===== config.mk =====
export PLATFORM = sky130hd
export DESIGN_NAME = mult_pipe_wrapper
export DESIGN_NICKNAME = d
export VERILOG_FILES = /design/src/rtl/mult_pipe_wrapper.sv
export SDC_FILE = /design/constraint.sdc
export NUM_CORES = 1
export LEC_CHECK = 0
export CAP_MARGIN = 30
export CORE_MARGIN = 4
export CORE_UTILIZATION = 60
export CTS_CLUSTER_SIZE = 16
export DETAILED_ROUTE_END_ITERATION = 16
export PLACE_DENSITY = 0.84
export SETUP_SLACK_MARGIN = 0.2
export SLEW_MARGIN = 20
export SYNTH_ARGS = -nofsm -noshare
export SYNTH_HDL_FRONTEND = slang
export SYNTH_SLANG_ARGS = --single-unit

===== constraint.sdc =====
create_clock -name clk -period 7.76 [get_ports clk]
set_input_delay 1.552 -clock clk [delete_from_list [all_inputs] [get_ports clk]]
set_output_delay 1.552 -clock clk [all_outputs]
set_load 0.005 [all_outputs]

===== src/rtl/mult_pipe_wrapper.sv =====
// ---------------------------------------------------------------------------
// mult_pipe_wrapper
//
// Pipelined WIDTH x WIDTH multiplier with a valid/ready handshake on both
// sides and a per-transaction signed/unsigned mode. One input register (S0)
// holds the operands. The product is retimed through STAGES output registers
// (S1..S_STAGES). Backpressure collapses bubbles: a stage loads whenever it
// is empty or the stage after it is advancing.
//
// Parameters:
//   WIDTH   operand width (>=2); product is 2*WIDTH bits
//   STAGES  product register stages after the input register (>=1)
//
// Ports:
//   clk          clock, rising edge
//   rst          asynchronous active-high reset
//   in_valid     operand pair present
//   in_ready     pair can be accepted this cycle (no path from in_valid)
//   is_signed    1 = two's-complement operands, sampled with the operands
//   multiplicand operand A
//   multiplier   operand B
//   out_valid    product present
//   out_ready    consumer accepts the product this cycle
//   product      2*WIDTH-bit result
//   out_signed   mode that produced the current product
//   txn_count    (MULT_PIPE_STATS_EN only) saturating count of output handshakes
//   stall_count  (MULT_PIPE_STATS_EN only) saturating count of stalled output cycles
//
// Optional feature macro: MULT_PIPE_STATS_EN
// ---------------------------------------------------------------------------
module mult_pipe_wrapper #(
  parameter int WIDTH  = 16,
  parameter int STAGES = 2
) (
  input  logic               clk,
  input  logic               rst,
  input  logic               in_valid,
  output logic               in_ready,
  input  logic               is_signed,
  input  logic [WIDTH-1:0]   multiplicand,
  input  logic [WIDTH-1:0]   multiplier,
  output logic               out_valid,
  input  logic               out_ready,
  output logic [2*WIDTH-1:0] product,
  output logic               out_signed
`ifdef MULT_PIPE_STATS_EN
  ,
  output logic [31:0]        txn_count,
  output logic [31:0]        stall_count
`endif
);

  localparam int PW = 2 * WIDTH;

  // Input stage S0
  logic [WIDTH-1:0] r_a;
  logic [WIDTH-1:0] r_b;
  logic             r_s0_signed;
  logic             r_s0_valid;

  // Product stages S1..S_STAGES
  logic [PW-1:0]    r_prod [1:STAGES];
  logic [STAGES:1]  r_sgn;
  logic [STAGES:1]  r_vld;

  logic [STAGES:1]  w_adv;
  logic             w_adv0;
  logic [PW-1:0]    w_ext_a;
  logic [PW-1:0]    w_ext_b;
  logic [PW-1:0]    w_mult;

  // Extending both operands to the full product width makes the low PW bits
  // of a plain multiply the exact result in either mode; a signed product of
  // two WIDTH-bit values always fits in PW bits.
  assign w_ext_a = r_s0_signed ? {{WIDTH{r_a[WIDTH-1]}}, r_a} : {{WIDTH{1'b0}}, r_a};
  assign w_ext_b = r_s0_signed ? {{WIDTH{r_b[WIDTH-1]}}, r_b} : {{WIDTH{1'b0}}, r_b};
  assign w_mult  = w_ext_a * w_ext_b;

  // Advance chain: stage k may load unless it and every later stage are full
  // while the consumer is stalling. This is the unrolled form of
  // adv_k = !v_k | adv_{k+1}, written with a running "all full" term so the
  // vector never feeds itself.
  always_comb begin : adv_chain
    logic v_full;
    // NOTE: every variable gets a default before any conditional logic, so
    // no path through this block leaves a value unassigned (no latch).
    v_full = 1'b1;
    w_adv  = '0;
    for (int k = STAGES; k >= 1; k--) begin
      v_full   = v_full & r_vld[k];
      w_adv[k] = out_ready | ~v_full;
    end
    w_adv0 = out_ready | ~(v_full & r_s0_valid);
  end

  always_ff @(posedge clk or posedge rst) begin
    if (rst) begin
      // NOTE: the product array is cleared explicitly in a loop so the output
      // reads 0 during and right after reset; it is small, so this is cheap.
      r_a         <= '0;
      r_b         <= '0;
      r_s0_signed <= 1'b0;
      r_s0_valid  <= 1'b0;
      r_sgn       <= '0;
      r_vld       <= '0;
      for (int k = 1; k <= STAGES; k++) begin
        r_prod[k] <= '0;
      end
    end else begin
      // NOTE: non-blocking assignments let every stage sample the previous
      // stage's pre-edge value, which is what makes this a shift pipeline.
      if (w_adv0) begin
        r_s0_valid  <= in_valid;  // loads bubbles too
        r_a         <= multiplicand;
        r_b         <= multiplier;
        r_s0_signed <= is_signed;
      end
      if (w_adv[1]) begin
        r_vld[1]  <= r_s0_valid;
        r_sgn[1]  <= r_s0_signed;
        r_prod[1] <= w_mult;
      end
      for (int k = 2; k <= STAGES; k++) begin
        if (w_adv[k]) begin
          r_vld[k]  <= r_vld[k-1];
          r_sgn[k]  <= r_sgn[k-1];
          r_prod[k] <= r_prod[k-1];
        end
      end
    end
  end

  assign in_ready   = w_adv0;
  assign out_valid  = r_vld[STAGES];
  assign product    = r_prod[STAGES];
  assign out_signed = r_sgn[STAGES];

`ifdef MULT_PIPE_STATS_EN
  logic [31:0] r_txn_count;
  logic [31:0] r_stall_count;

  // Both counters stick at all-ones instead of wrapping.
  always_ff @(posedge clk or posedge rst) begin
    if (rst) begin
      r_txn_count   <= '0;
      r_stall_count <= '0;
    end else begin
      if (out_valid && out_ready && (r_txn_count != 32'hFFFF_FFFF)) begin
        r_txn_count <= r_txn_count + 32'd1;
      end
      if (out_valid && !out_ready && (r_stall_count != 32'hFFFF_FFFF)) begin
        r_stall_count <= r_stall_count + 32'd1;
      end
    end
  end

  assign txn_count   = r_txn_count;
  assign stall_count = r_stall_count;
`else
  // Statistics counters are not built in this configuration.
`endif

endmodule


After elaboration in Yosys (flattened, before gate mapping)
Cells that the tools add are included.
{"block": "classes", "multipliers": 1, "n_mux": 2, "n_bitwise": 8}
{"operator": "2-to-1 mux 32 bit", "n": 2}
{"operator": "multiplier 32 x 32 -> 32 bit", "n": 1}
{"operator": "NOT 1 bit", "n": 3}
{"operator": "bitwise OR 1 bit", "n": 3}
{"operator": "bitwise AND 1 bit", "n": 2}
{"block": "word_totals", "register_bits": 102, "in_bits": 37, "out_inout_bits": 35, "word_cells": 21}

Depth between registers and ports, before layout
{"block": "depth", "depth_word": 4, "depth_mapped": 29, "ltp_nobuf": 28}

Worst setup path before layout
OpenSTA, ideal clock, no wires.
{"block": "synth_path", "kind": "flip-flop to flip-flop", "startpoint": "reg r_s0_signed", "endpoint": "reg r_prod[61] (netlist bit)", "setup_ns": 0.137, "t_arrival_ns": 6.801, "t_required_ns": 7.623, "slack_ns": 0.822, "stages_incl_launch_ff": 27, "n_path_buf": 2, "synth_period_minus_slack_ns": 6.938, "path_cell_list": "dfrtp_1 and2_1 clkbuf_1 nand2_1 inv_1 fa_1 fa_1 fa_1 inv_1 fa_1 inv_1 fa_1 inv_1 fa_1 inv_1 fa_1 fa_1 ha_1 buf_2 a21oi_1 o21ai_1 nand2b_1 nand2_1 or4_4 a21oi_2 xnor2_1 a21oi_1"}
{"block": "synth_via", "elab_chain_cells": 2, "word_cells_on_any_way": 3, "classes_between": "mul (1); mux (2)"}
{"item": "start, declared", "line_no": "58", "rtl": "logic r_s0_signed;"}
{"item": "start signal, assigned", "line_no": "116", "rtl": "r_s0_signed <= is_signed;"}
{"item": "2-to-1 mux 32 bit (on tied branches)", "line_no": "75, 76"}
{"item": "multiplier 32 x 32 -> 32 bit *", "line_no": "77", "rtl": "assign w_mult = w_ext_a * w_ext_b;"}
{"item": "end signal, assigned by index", "line_no": "127", "rtl": "r_prod[k] <= r_prod[k-1];"}
{"item": "end, declared", "line_no": "62", "rtl": "logic [PW-1:0] r_prod [1:STAGES];"}
Every way passes the cells marked *; elsewhere a longest branch is shown, timed or not.
A chain may end at the register's enable or synchronous reset.

Worst setup path in the final report
Ends and elaborated chain as after synthesis.

==> impl_metrics.csv <==
group,metric,value,unit
run_status,status,"complete, no violations",
grt,grt_pass1_wl,65970,µm
setup_path,crit_required,7.97,ns
grt,busiest_layer,"met2",
setup_path,crit_arrival,7.49,ns
setup_path,cpLargestDelayFamily,"adder cells",
drt,wire_per_inst,18.79,µm
grt,grt_max_degree,63,
clocking,cts_resized,0,
clocking,htree_levels,3,
setup_path,cp_max_fo,25,
sta,fin_crit,7.279,ns
floorplan,io_pins,72,
grt,grtUsageMet3,0.03272,
grt,grtUsageMet2,0.4831,
setup_path,crit_chain,"buf_4 -> and3_1 -> inv_1 -> fa_1 -> fa_1 -> inv_1 -> fa_1 -> fa_1 -> fa_1 -> fa_1 -> fa_1 -> fa_1 -> ha_1 -> a21o_1 -> a21o_1 -> a21oi_1 -> o21ai_0 -> nor4_1 -> a21oi_2 -> xnor2_1 -> a21oi_1",
drt,dr.pass1.iters,5,
floorplan,initial_core_util,0.6080,
final_layout,post-route-util,0.6503,
setup_path,crit_top_cell,"fa_1",
floorplan,chipHeight,175.6,µm
drt,wl,39580,µm
sta,slew_viol_final,0,
drt,vias_per_cell,5.589,
clocking,tritoncts,"built",
final_layout,final_nets,2224,
clocking,numCtsBuffers,9,
sta,finalSetupTns,0,ns
setup_path,critPathKind,"reg -> reg",
grt,antenna_found_initial,0,
yosys,synth_ff_type,"dfrtp_1",
drt,drc,0,
yosys,syn_area,16840,µm²
grt,grt_pass1_vias,13100,
min_path,holdCritPathClass,"reg -> reg",
final_layout,syn2layout_area_growth,6.960,%
yosys,syn_inst,1730,
yosys,synthArstFlopShare,1.000,
setup_path,critPathSlowestCell,"fa_1",
drt,routed-via-count,11780,
placed_design,dpl.hpwl,31930,µm
yosys,syn_avg_cell_area,9.737,µm²
clocking,clockRootBuffer,"clkbuf_16",
clocking,cts_sinks,102,
sta,setup_viol,0,
floorplan,die_width,175.6,µm
floorplan,rows,61,
sta,hold_violations,0,
yosys,synth_warnings,0,
yosys,synth-seq-cells,102,
yosys,ys_types,52,
final_layout,fillers,2180,
placed_design,gp_congestion,0.9416,
setup_path,critPathMaxStageDelay,0.68,ns
clocking,cts_setup_buffers,0,
clocking,clockBufferDepth,2,
sta,fin_crit_sh,0.9380,
clocking,path_clk_slew,0.08,ns
final_layout,n_antenna_cell,0,
final_layout,drive_above_1_share,0.05495,
grt,grt_util_met1,0.3270,
setup_path,cp-end-kind,"flip-flop",
placed_design,io_buffers,71,
grt,grt.overflow.total,0,
yosys,synth_nets,2229,
sta,tightest_slew,1.035,ns
setup_path,startpoint_type,"flip-flop",
sta,rsz0062_at_grt,"false",
clocking,cts_hold_buf,0,
setup_path,timing.critical_path.buf_inv,3,
sta,relSlewSlack,0.3097,
drt,drt_iter0_markers,809,
job,drv_cap,0,
sta,skew,0.01271,ns
yosys,synth_edf_count,0,
yosys,ys_seq_area_frac,0.1515,
floorplan,core_area,27710,µm²
floorplan,dieArea,30820,µm²
drt,ant_nets,0,
sta,fmax,0.1374,GHz
clocking,clk_latency,0.36,ns
grt,gr-usage-all-layers,0.2732,
## path summary, 6_finish.rpt
check,from,endpoint,slack [ns],cells after the start
min in group asynchronous,rst,product[7],1.58,2
hold / removal,product[11],product[11],0.47,2
max in group asynchronous,rst,r_a[10],4.86,3
setup / recovery,r_s0_signed,r_prod[61],0.48,21
setup reg to reg,r_s0_signed,r_prod[61],0.48,21
hold reg to reg,product[11],product[11],0.47,2
## worst reg2reg max path, cell delays in order, from the launching register on
cell and delay, ns:
dfrtp_1 0.34, buf_4 0.28, and3_1 0.24, inv_1 0.07, fa_1 0.51, fa_1 0.50, inv_1 0.07, fa_1 0.68
fa_1 0.50, fa_1 0.49, fa_1 0.58, fa_1 0.44, fa_1 0.50, ha_1 0.40, a21o_1 0.20, a21o_1 0.19
a21oi_1 0.18, o21ai_0 0.17, nor4_1 0.39, a21oi_2 0.14, xnor2_1 0.18, a21oi_1 0.09
## flip-flops by register name (all words and copies together) (netlist names)
signal	flops
r_vld	2
r_a	16
r_s0_signed	1
r_s0_valid	1
r_prod	32
r_sgn	2
r_b	16
product	32
## logic make-up after synthesis
family / share of synthesized area
adders and majority gates: 0.4916
muxes: 0.02265
and+or+nand+nor: 0.1502
AOI/OAI and AO/OA: 0.04732
xor gates and xnor gates: 0.03432
DFF: 0.1515
buffers and inverters: 0.1024
## routing by layer
layer	share of wire	vias to the layer above	wire length [µm]
met5	0	-	0
met4	0.063	0	2493
met3	0.056	144	2228
met2	0.53	477	20830
met1	0.35	5978	14030
li1	-	5177	-
## Yosys cell counts, drive strengths merged (2+ instances only)
cell      n  share of area
nor3      7         0.0024
fa      333           0.40
o21ai    22         0.0065
xnor2    48          0.025
o211a     2         0.0012
o21bai    4         0.0018
o31ai     6         0.0027
nand2b    8         0.0030
and2    171          0.064
buf      37          0.016
a21oi    48          0.015
o41ai     2         0.0010
o211ai    4         0.0018
and3     25         0.0093
nand3     4         0.0012
nand2   247          0.055
nor2b     2        0.00074
nor3b     2        0.00089
o21a      6         0.0027
mux2     33          0.022
ha      129          0.096
xor2     18         0.0094
a211oi    4         0.0018
o2111a    2         0.0013
nand3b    2        0.00089
nor2     34         0.0076
dfrtp   102           0.15
clkbuf   74          0.016
o22ai     2        0.00074
inv     315          0.070
a21o     15         0.0067
nand4     3         0.0011
or3       3         0.0011
or2       4         0.0015
a211o     2         0.0010
## final cells by class
class	count	area (µm²)	share of cell area
multi-input combinational	1202	12590	0.6988
sequential	102	2562	0.1422
inverter	315	1185	0.06576
timing repair buffer	95	903.4	0.05014
tap	378	473.0	0.02625
clock buffer	9	225.2	0.01250
clock inverter	6	77.57	0.004306
## through the flow
stage,worst slack (ns),instances,hold slack (ns),area [µm²]
floorplan,0.8217,1730,0.4346,16840
global placement,0.6494,2091,0.4487,17670
detailed placement,0.4398,2092,0.4550,17690
CTS,0.3800,2107,0.4720,17990
global route,0.2159,2107,0.4910,18020
finish,0.4807,2107,0.4667,18020
## layout by cell type, fill, tap and decap left out, types with 3 or more instances in the layout
cell and n:
clkbuf_16 9, nor2_1 33, a211oi_1 4, a21o_1 15, and2_1 170, ha_1 129
a21oi_2 4, inv_6 3, o21bai_1 4, dfrtp_1 94, nand3_1 4, a21oi_1 43
nand4_1 3, nor3_1 6, or3_1 3, o211ai_1 4, o21ai_1 8, o31ai_1 6
o21ai_0 13, xor2_1 18, buf_4 23, fa_1 333, nand2_1 245, inv_1 314
o21a_1 6, clkdlybuf4s50_1 71, dfrtp_2 8, nand2b_1 8, xnor2_1 48, and3_1 25
mux2_2 33
Power is not shown: default switching activity piles up to over one toggle a cycle in this logic, so the estimate is an artifact.
